--- src/rtl/sha2_bridge_pkg.sv ---
// Shared types and constants for the SHA-2 host bridge.
package sha2_bridge_pkg;

  typedef enum logic [2:0] {
    IDLE   = 3'd0,
    LOAD   = 3'd1,
    SEND   = 3'd2,
    WAIT   = 3'd3,
    TXRESP = 3'd4,
    TXDIG  = 3'd5
  } state_e;

  localparam logic [7:0] CMD_NEW  = 8'h01;
  localparam logic [7:0] CMD_CONT = 8'h02;
  localparam logic [7:0] CMD_READ = 8'h03;

endpackage

--- src/rtl/sha2_bridge_digest_ser.sv ---
// Digest holding register plus a byte serialiser (MSB byte first) with a
// valid/ready output. The byte index restarts on 'start' and advances on
// every accepted byte, wrapping after the last one.
module sha2_bridge_digest_ser
  import sha2_bridge_pkg::*;
#(
  parameter int DIGEST_BYTES = 32
) (
  input  logic                      clk,
  input  logic                      rst_n,
  input  logic                      load,
  input  logic [8*DIGEST_BYTES-1:0] load_data,
  input  logic                      start,
  input  logic                      en,
  input  logic                      out_ready,
  output logic [7:0]                out_data,
  output logic                      out_valid,
  output logic                      out_last
);

  localparam int IDX_W = $clog2(DIGEST_BYTES);

  logic [8*DIGEST_BYTES-1:0] dig_q, dig_d;
  logic [IDX_W-1:0]          idx_q, idx_d;

  // Next digest value and byte index
  always_comb begin
    dig_d = dig_q;
    idx_d = idx_q;
    if (load) dig_d = load_data;
    if (start) begin
      idx_d = '0;
    end else if (en && out_ready) begin
      idx_d = out_last ? '0 : idx_q + IDX_W'(1);
    end
  end

  // Output byte mux: byte 0 lives in the top bits
  always_comb begin
    out_data = 8'h00;
    for (int i = 0; i < DIGEST_BYTES; i++) begin
      if (idx_q == IDX_W'(i)) out_data = dig_q[8*(DIGEST_BYTES-1-i) +: 8];
    end
  end

  assign out_valid = en;
  assign out_last  = (idx_q == IDX_W'(DIGEST_BYTES-1));

  // Digest and index registers
  always_ff @(posedge clk or negedge rst_n) begin
    if (!rst_n) begin
      dig_q <= '0;
      idx_q <= '0;
    end else begin
      dig_q <= dig_d;
      idx_q <= idx_d;
    end
  end

endmodule

--- src/rtl/sha2_host_bridge.sv ---
// Host-side bridge between a UART byte stream and a SHA-2 compression core.
// Commands: 0x01 new message block, 0x02 continuation block, 0x03 read
// digest; anything else answers ERR_BYTE and sets the sticky error LED.
// Optional build macro SHA2_BRIDGE_TIMEOUT_EN adds an inter-byte timeout
// in LOAD that abandons the partial block and answers ERR_BYTE.
module sha2_host_bridge
  import sha2_bridge_pkg::*;
#(
  parameter int         BLOCK_BYTES    = 64,
  parameter int         DIGEST_BYTES   = 32,
  parameter logic [7:0] ACK_BYTE       = 8'hA5,
  parameter logic [7:0] ERR_BYTE       = 8'hEE,
  parameter int         TIMEOUT_CYCLES = 1000000
) (
  input  logic                      clk,
  input  logic                      rst_n,
  input  logic [7:0]                rx_data,
  input  logic                      rx_valid,
  output logic                      rx_ready,
  output logic [7:0]                tx_data,
  output logic                      tx_valid,
  input  logic                      tx_ready,
  output logic [8*BLOCK_BYTES-1:0]  blk_data,
  output logic                      blk_first,
  output logic                      blk_valid,
  input  logic                      blk_ready,
  input  logic [8*DIGEST_BYTES-1:0] dig_data,
  input  logic                      dig_valid,
  output logic [7:0]                led
);

  localparam int CNT_W = $clog2(BLOCK_BYTES);

  state_e                   state_q, state_d;
  logic [CNT_W-1:0]         cnt_q, cnt_d;
  logic                     first_q, first_d;
  logic [8*BLOCK_BYTES-1:0] blk_q, blk_d;
  logic [7:0]               resp_q, resp_d;
  logic                     err_q, err_d;
  logic                     dvld_q, dvld_d;
  logic [4:0]               blocks_q, blocks_d;

  logic       ser_load, ser_start, ser_en;
  logic [7:0] ser_data;
  logic       ser_valid, ser_last;

`ifdef SHA2_BRIDGE_TIMEOUT_EN
  localparam int TO_W = $clog2(TIMEOUT_CYCLES + 1);
  logic [TO_W-1:0] to_q, to_d;
`else
  logic unused_timeout;
  assign unused_timeout = (TIMEOUT_CYCLES == 0);
`endif

  // Next-state and handshake outputs
  always_comb begin
    state_d   = state_q;
    cnt_d     = cnt_q;
    first_d   = first_q;
    blk_d     = blk_q;
    resp_d    = resp_q;
    err_d     = err_q;
    dvld_d    = dvld_q;
    blocks_d  = blocks_q;
    rx_ready  = 1'b0;
    tx_valid  = 1'b0;
    tx_data   = 8'h00;
    blk_valid = 1'b0;
    ser_load  = 1'b0;
    ser_start = 1'b0;
    ser_en    = 1'b0;
`ifdef SHA2_BRIDGE_TIMEOUT_EN
    to_d      = to_q;
`endif
    case (state_q)
      IDLE: begin
        rx_ready = 1'b1;
        if (rx_valid) begin
          case (rx_data)
            CMD_NEW, CMD_CONT: begin
              state_d = LOAD;
              first_d = (rx_data == CMD_NEW);
              cnt_d   = '0;
`ifdef SHA2_BRIDGE_TIMEOUT_EN
              to_d    = '0;
`endif
            end
            CMD_READ: begin
              state_d   = TXDIG;
              ser_start = 1'b1;
            end
            default: begin
              state_d = TXRESP;
              resp_d  = ERR_BYTE;
              err_d   = 1'b1;
            end
          endcase
        end
      end
      LOAD: begin
        rx_ready = 1'b1;
        if (rx_valid) begin
          for (int b = 0; b < BLOCK_BYTES; b++) begin
            if (cnt_q == CNT_W'(b)) blk_d[8*(BLOCK_BYTES-1-b) +: 8] = rx_data;
          end
          if (cnt_q == CNT_W'(BLOCK_BYTES-1)) begin
            state_d = SEND;
            cnt_d   = '0;
          end else begin
            cnt_d = cnt_q + CNT_W'(1);
          end
`ifdef SHA2_BRIDGE_TIMEOUT_EN
          to_d = '0;
        end else if (to_q == TO_W'(TIMEOUT_CYCLES-1)) begin
          // Host went quiet mid-block: drop what we have and report it
          state_d = TXRESP;
          cnt_d   = '0;
          resp_d  = ERR_BYTE;
          err_d   = 1'b1;
          to_d    = '0;
        end else begin
          to_d = to_q + TO_W'(1);
`endif
        end
      end
      SEND: begin
        blk_valid = 1'b1;
        if (blk_ready) state_d = WAIT;
      end
      WAIT: begin
        // The core needs at least one cycle, so only look for the digest here
        if (dig_valid) begin
          ser_load = 1'b1;
          dvld_d   = 1'b1;
          blocks_d = blocks_q + 5'd1;
          resp_d   = ACK_BYTE;
          state_d  = TXRESP;
        end
      end
      TXRESP: begin
        tx_valid = 1'b1;
        tx_data  = resp_q;
        if (tx_ready) state_d = IDLE;
      end
      TXDIG: begin
        ser_en   = 1'b1;
        tx_valid = ser_valid;
        tx_data  = ser_data;
        if (tx_ready && ser_last) state_d = IDLE;
      end
      default: state_d = IDLE;
    endcase
  end

  assign blk_data  = blk_q;
  assign blk_first = (state_q == SEND) && first_q;
  assign led       = {blocks_q, err_q, dvld_q, (state_q != IDLE)};

  // Control and datapath registers
  always_ff @(posedge clk or negedge rst_n) begin
    if (!rst_n) begin
      state_q  <= IDLE;
      cnt_q    <= '0;
      first_q  <= 1'b0;
      blk_q    <= '0;
      resp_q   <= 8'h00;
      err_q    <= 1'b0;
      dvld_q   <= 1'b0;
      blocks_q <= 5'd0;
    end else begin
      state_q  <= state_d;
      cnt_q    <= cnt_d;
      first_q  <= first_d;
      blk_q    <= blk_d;
      resp_q   <= resp_d;
      err_q    <= err_d;
      dvld_q   <= dvld_d;
      blocks_q <= blocks_d;
    end
  end

`ifdef SHA2_BRIDGE_TIMEOUT_EN
  // Inter-byte idle counter for LOAD
  always_ff @(posedge clk or negedge rst_n) begin
    if (!rst_n) to_q <= '0;
    else        to_q <= to_d;
  end
`endif

  sha2_bridge_digest_ser #(
    .DIGEST_BYTES(DIGEST_BYTES)
  ) u_ser (
    .clk       (clk),
    .rst_n     (rst_n),
    .load      (ser_load),
    .load_data (dig_data),
    .start     (ser_start),
    .en        (ser_en),
    .out_ready (tx_ready),
    .out_data  (ser_data),
    .out_valid (ser_valid),
    .out_last  (ser_last)
  );

endmodule

--- config.mk ---
export PLATFORM = sky130hd
export DESIGN_NAME = sha2_host_bridge
export DESIGN_NICKNAME = d
export VERILOG_FILES = /design/src/rtl/sha2_bridge_pkg.sv /design/src/rtl/sha2_bridge_digest_ser.sv /design/src/rtl/sha2_host_bridge.sv
export SDC_FILE = /design/constraint.sdc
export NUM_CORES = 1
export LEC_CHECK = 0
export BUFFER_PORTS_ARGS = -buffer_cell sky130_fd_sc_hd__buf_2
export CORE_AREA = 4 4 312 314
export CTS_BUF_LIST = sky130_fd_sc_hd__clkbuf_16
export CTS_CLUSTER_SIZE = 24
export DETAILED_ROUTE_END_ITERATION = 10
export DIE_AREA = 0 0 316 318
export GPL_TIMING_DRIVEN = 0
export SETUP_SLACK_MARGIN = 0.1
export SLEW_MARGIN = 25
export SYNTH_ARGS = -nofsm -noshare
export SYNTH_HDL_FRONTEND = slang
export SYNTH_SLANG_ARGS = --single-unit
--- constraint.sdc ---
create_clock -name clk -period 4.1 [get_ports clk]
set_input_delay 0.615 -clock clk [delete_from_list [all_inputs] [get_ports clk]]
set_output_delay 0.615 -clock clk [all_outputs]
set_load 0.1 [all_outputs]
* Word level (Yosys, flattened, before mapping)
Cells that the tools add are included.
** Operators by class
- Equal/unequal tests :: 111
- Multiplexer cells :: 63
- Reduce and logical (&&, ||, !) cells :: 83
- Add/subtract/negate cells :: 3
- Bitwise gates (word level) :: 1
** Operator list (count)
- 8-bit 2-to-1 mux :: 35
- 3-bit AND reduction :: 66
- 6-bit == test, second input constant :: 32
- 6-bit by 5-bit == test with 1-bit output, second input constant :: 16
- 5-bit == test, second input constant :: 16
- 6-bit by 4-bit == test with 1-bit output, second input constant :: 8
- 5-bit by 4-bit == test with 1-bit output, second input constant :: 8
- 8-bit one-hot mux with 2 select lines :: 2
- 6-bit by 3-bit == test with 1-bit output, second input constant :: 4
- 6-bit 2-to-1 mux :: 4
- 3-bit 2-to-1 mux :: 7
- 5-bit by 3-bit == test with 1-bit output, second input constant :: 4
- 3-bit one-hot mux with 6 select lines :: 1
- 8-bit by 2-bit == test with 1-bit output, second input constant :: 2
- 2-bit != test, second input constant :: 8
- 5-bit 2-to-1 mux :: 3
- 6-bit by 2-bit == test with 1-bit output, second input constant :: 2
- 6-bit one-hot mux with 2 select lines :: 1
- 5-bit by 1-bit adder with 5-bit output, second input constant :: 2
- 5-bit by 2-bit == test with 1-bit output, second input constant :: 2
- 8-bit by 1-bit == test with 1-bit output, second input constant :: 1
- 1-bit 2-to-1 mux :: 8
- 4-bit AND reduction :: 2
- 7-bit AND reduction :: 1
- 19 further kinds :: 26
** Storage, ports and cells
- Register bits after elaboration :: 798
- Output and inout port bits :: 532

* Depth between registers and ports, before layout
- Depth in word-level cells :: 34
- Depth in mapped cells :: 13

* By module
A second synthesis with hierarchy kept.
** Second synthesis, totals
- Cells, all modules :: 2548
- Area, all modules :: 34474.3 um2
** Modules (own cells, without submodules)
- sha2_host_bridge :: cells each 1346, times used 1, sequential area each 13312.8 um2, area an instance 21132.8 um2
- sha2_bridge_digest_ser :: cells each 1202, times used 1, sequential area each 6531.3 um2, area an instance 13341.5 um2

* Worst setup path after synthesis
OpenSTA, ideal clock, no wires.
- Kind :: reg-to-output
- From :: register state_q[0]
- To :: output blk_first
- Path buffers :: 1
- Stages on the path, launching flop included :: 4
- Arrival :: 3707 ps
- Slack :: -222 ps
- Cell sequence :: dfrtp_1 > clkbuf_1 > nor3_1 > and2_1
** On the way
- Cells in the longest elaborated chain, start to end :: 2
** RTL lines
- start: declaration :: line sha2_host_bridge.sv:34 : state_e state_q, state_d;
- start signal: assignment :: line sha2_host_bridge.sv:171 : state_q <= state_d;
- 3-bit by 2-bit == test with 1-bit output :: line sha2_host_bridge.sv:156 : assign blk_first = (state_q == SEND) && first_q;
- 1-bit logical AND :: line sha2_host_bridge.sv:156
- end: declaration :: line sha2_host_bridge.sv:24 : output logic blk_first,
No other way between the ends.

* Final worst setup path
- From :: register u_ser.idx_q[0]
- To :: output tx_data[6]
** On the way
- Cells in the longest elaborated chain, start to end :: 34
- Elaborated cells between the ends (all ways) :: 65
- Those cells by class :: 31 x eq/ne; 33 x mux; 1 x reduce/logical
** RTL lines
- start: declaration :: line sha2_bridge_digest_ser.sv:24 : logic [IDX_W-1:0] idx_q, idx_d;
- start signal: assignment :: line sha2_bridge_digest_ser.sv:56 : idx_q <= idx_d;
- 5-bit logical NOT :: line sha2_bridge_digest_ser.sv:42 : if (idx_q == IDX_W'(i)) out_data = dig_q[8*(DIGEST_BYTES-1-i) +: 8];
- 8-bit 2-to-1 mux (31 in a row) :: line sha2_bridge_digest_ser.sv:42
- 8-bit 2-to-1 mux (*) :: line sha2_bridge_digest_ser.sv:42
- 8-bit one-hot mux with 2 select lines (*) :: line sha2_host_bridge.sv:75 : case (state_q)
- end: declaration :: line sha2_host_bridge.sv:20 : output logic [7:0] tx_data,
Every way passes the cells marked *; elsewhere a longest branch is shown, timed or not.

==> results_dict.tcl <==
set metrics [dict create \
    antenna_found_initial 16 \
    layout.nets 4245 \
    period_minus_slack_ps 4390 \
    setup_violations 8 \
    relSlewSlack 0.336 \
    whs_endpoint "u_ser.dig_q[12]$_DFFE_PN0P_" \
    first_global_vias 28700 \
    cp-start-kind "flop" \
    via_count 28000 \
    ys_types 76 \
    synth_warnings 0 \
    cp.arrival_ps 3780 \
    synth_edf_count 0 \
    seq_power_share 0.435 \
    htree_levels 3 \
    ff2ff_setup_slack_ps 1120 \
    ys_seq_area_frac 0.585 \
    area_growth_pct 29.4 \
    numClockSinks 793 \
    routedWlPerCell_um 26.7 \
    placedInstanceArea_um2 39800 \
    multiInputGateArea_um2 13900 \
    fmax_mhz 228 \
    hold_ws_ps 141 \
    place.port_buffers 801 \
    seqCellArea_um2 19800 \
    finalWeightedCongestion 0.974 \
    post-route-util 0.464 \
    crit_type "flop to output port" \
    worstHoldStart "dig_data[12]" \
    cts_buffer_depth 3 \
    grt_max_degree 125 \
    worst-slew-pin-transition_ps 996 \
    row_count 113 \
    cts_buffers 89 \
    die-width_um 316 \
    synth.most_common_cell "nand2_1" \
    synth_nets 3307 \
    post-place-ws_ps -943 \
    endpoint_kind "output port" \
    drive_gt1_frac 0.418 \
    drtAntennaViolNets 0 \
    synthCells 3026 \
    fin_area_um2 43900 \
    power.total_mw 18.1 \
    grt_remaining_overflow 0 \
    avgSynthCellArea_um2 11.2 \
    timing.rr.end "u_ser.dig_q[214]$_DFFE_PN0P_" \
    required_ps 3480 \
    routed_wl_um 142000 \
    dr.pass1.iters 7 \
    hold_viol 0 \
    dp_cells 5100 \
    die_y_um 318 \
    cts_tree "built" \
    slew_viol_final 0 \
    post-dp-hpwl_um 109000 \
    run_status "finished, violations left" \
    finalNonFillerCells 5292 \
    post-route-period-util 1.07 \
    grt_usage 0.276 \
    yosysTopAreaCell "dfrtp_1" \
    cts_root_buf "clkbuf_16" \
    clk_latency_ps 680 \
    violations "negative setup slack" \
    netlist.area_leader.share 0.585 \
    ir_drop_v 0.000343 \
    grt_pass1_wl_um 203000 \
    swShare 0.284 \
    io_pins 802 \
    hp-class "primary input to flop" \
    holdPathStages 3 \
    netlist_top_cells_count "nand2_1, dfrtp_1, mux2_2" \
    rsz0062_at_grt "true" \
    powerDensity_nw_per_um2 413 \
    die_area_um2 100000 \
    leakagePower_nw 23.9 \
    coreArea_um2 94600 \
    synth_area_leaders "dfrtp_1, mux2_2, nand2_1, clkbuf_1, o21ai_0" \
    rr_worst_depth 8 \
    n_fill_cell 8988 \
    path_clk_slew_ps 60 \
    p_int_mw 13.0 \
    setup_slack_ps -291 \
    switchingPower_mw 5.15 \
    rr_startpoint "state_q[2]$_DFFE_PN0P_" \
    worst-path-max-fanout 5 \
    finalClockSkew_ps 34.1 \
    power_frac_comb 0.142 \
    cap_violations 0 \
    clock_power_share 0.423 \
    synth-main-ff-cell "dfrtp_1" \
    drc 0 \
    via_per_inst 5.29 \
    dr.first_iter.drc_count 2269 \
    yosys_register_bits 793 \
    initial_utilization 0.359 \
    async_reset_ff_frac 1.00 \
    tns_ps -1290 \
    syn_area_um2 33900 \
]
[state kept, by name, summed over array words and instances (netlist names)]
name / count
cnt_q: 6
state_q: 3
dvld_q: 1
first_q: 1
err_q: 1
resp_q: 3
u_ser.idx_q: 5
blk_data: 512
u_ser.dig_q: 256
blocks_q: 5
[repair_timing]
item / CTS / global route
pin swaps: 29 / 18
cloned: 0 / 0
endpoints found under the setup margin: 8 / 8
gates resized for setup: 206 / 58
buffers inserted: 25 / 13
endpoints found under the hold margin: 71 / 0
hold buffers: 1 / 0
[per-layer routing]
metal / global-route usage / part of all wire
met4: 0.120 / 0.051
met3: 0.0875 / 0.090
met5: 0 / 0.00019
met1: 0.322 / 0.37
met2: 0.467 / 0.49
[layout make-up]
type	count	area share
clock inverter	61	0.0116
clock buffer	90	0.0513
antenna	3	0.000171
sequential	793	0.452
inverter	28	0.00311
buffer	197	0.0232
multi-input combinational	2007	0.317
timing repair buffer	848	0.106
tap	1265	0.0360
[kinds of logic (layout without fill, tap and decap cells)]
logic type      Yosys count  count (layout)  share of synthesized area
compound gates          331             331                     0.0657
fa+ha+maj                11              11                    0.00406
xor+xnor                  7               7                    0.00181
mux                     513             513                      0.170
other cells               0               3                          0
buf+inv                 226            1224                     0.0274
simple gates           1145            1145                      0.146
flops                   793             793                      0.585
[how the worst max path moves through the flow]
stage / startpoint / to / slack, ps / cells past startpoint
finish: u_ser.idx_q[0]$_DFFE_PN0P_ / tx_data[6] / -290 / 12
global placement: rst_n / blk_data[466]$_DFFE_PN0P_ / -15030 / 1
CTS: u_ser.idx_q[1]$_DFFE_PN0P_ / tx_data[2] / -220 / 12
global route: u_ser.idx_q[0]$_DFFE_PN0P_ / tx_data[6] / -330 / 12
detailed placement: u_ser.idx_q[0]$_DFFE_PN0P_ / tx_data[6] / -940 / 13
floorplan: u_ser.idx_q[0]$_DFFE_PN0P_ / tx_data[7] / 370 / 11
[power by group through the flow]
stage / Clock (mW) / Combinational [mW] / Sequential (mW)
2_1_floorplan: 0 / 0.994 / 8.17
3_3_place_gp: 0 / 2.02 / 8.03
3_5_place_dp: 0 / 2.04 / 8.03
4_1_cts: 7.83 / 2.42 / 7.89
5_1_grt: 8.17 / 2.66 / 7.89
6_report: 7.68 / 2.58 / 7.89
[critical path, cell delays in order (launching register included)]
cell	delay, ps
dfrtp_2	440
inv_2	100
ha_4	130
buf_6	110
or3b_4	380
buf_6	140
o32ai_4	220
a22oi_2	160
o41ai_4	520
a21oi_2	120
o211ai_1	330
and3_4	280
buf_12	170
[placed cells by master (no fill, tap or decap), types with 7 or more instances in the layout]
cell type	instances
nor2b_1	15
a221oi_1	12
nand3_1	38
clkinv_2	10
mux2_2	513
buf_12	9
nor2_2	24
clkbuf_16	91
buf_4	54
buf_6	11
buf_16	7
a22oi_1	10
nand4_1	11
clkbuf_1	133
o221ai_1	7
a21oi_1	60
nor3_1	16
nand4b_1	7
a22o_1	8
buf_2	809
nor2_4	14
a21oi_2	9
nand2_1	834
clkbuf_2	9
o21ai_0	64
a211oi_1	16
clkinv_1	17
a31oi_1	8
dfrtp_1	789
nor2_1	75
o211ai_1	9
o21a_1	11
o32ai_1	7
inv_1	38
and3_1	10
nand2b_1	21
o22ai_1	21
No activity file was read; power rests on OpenSTA's default activity.
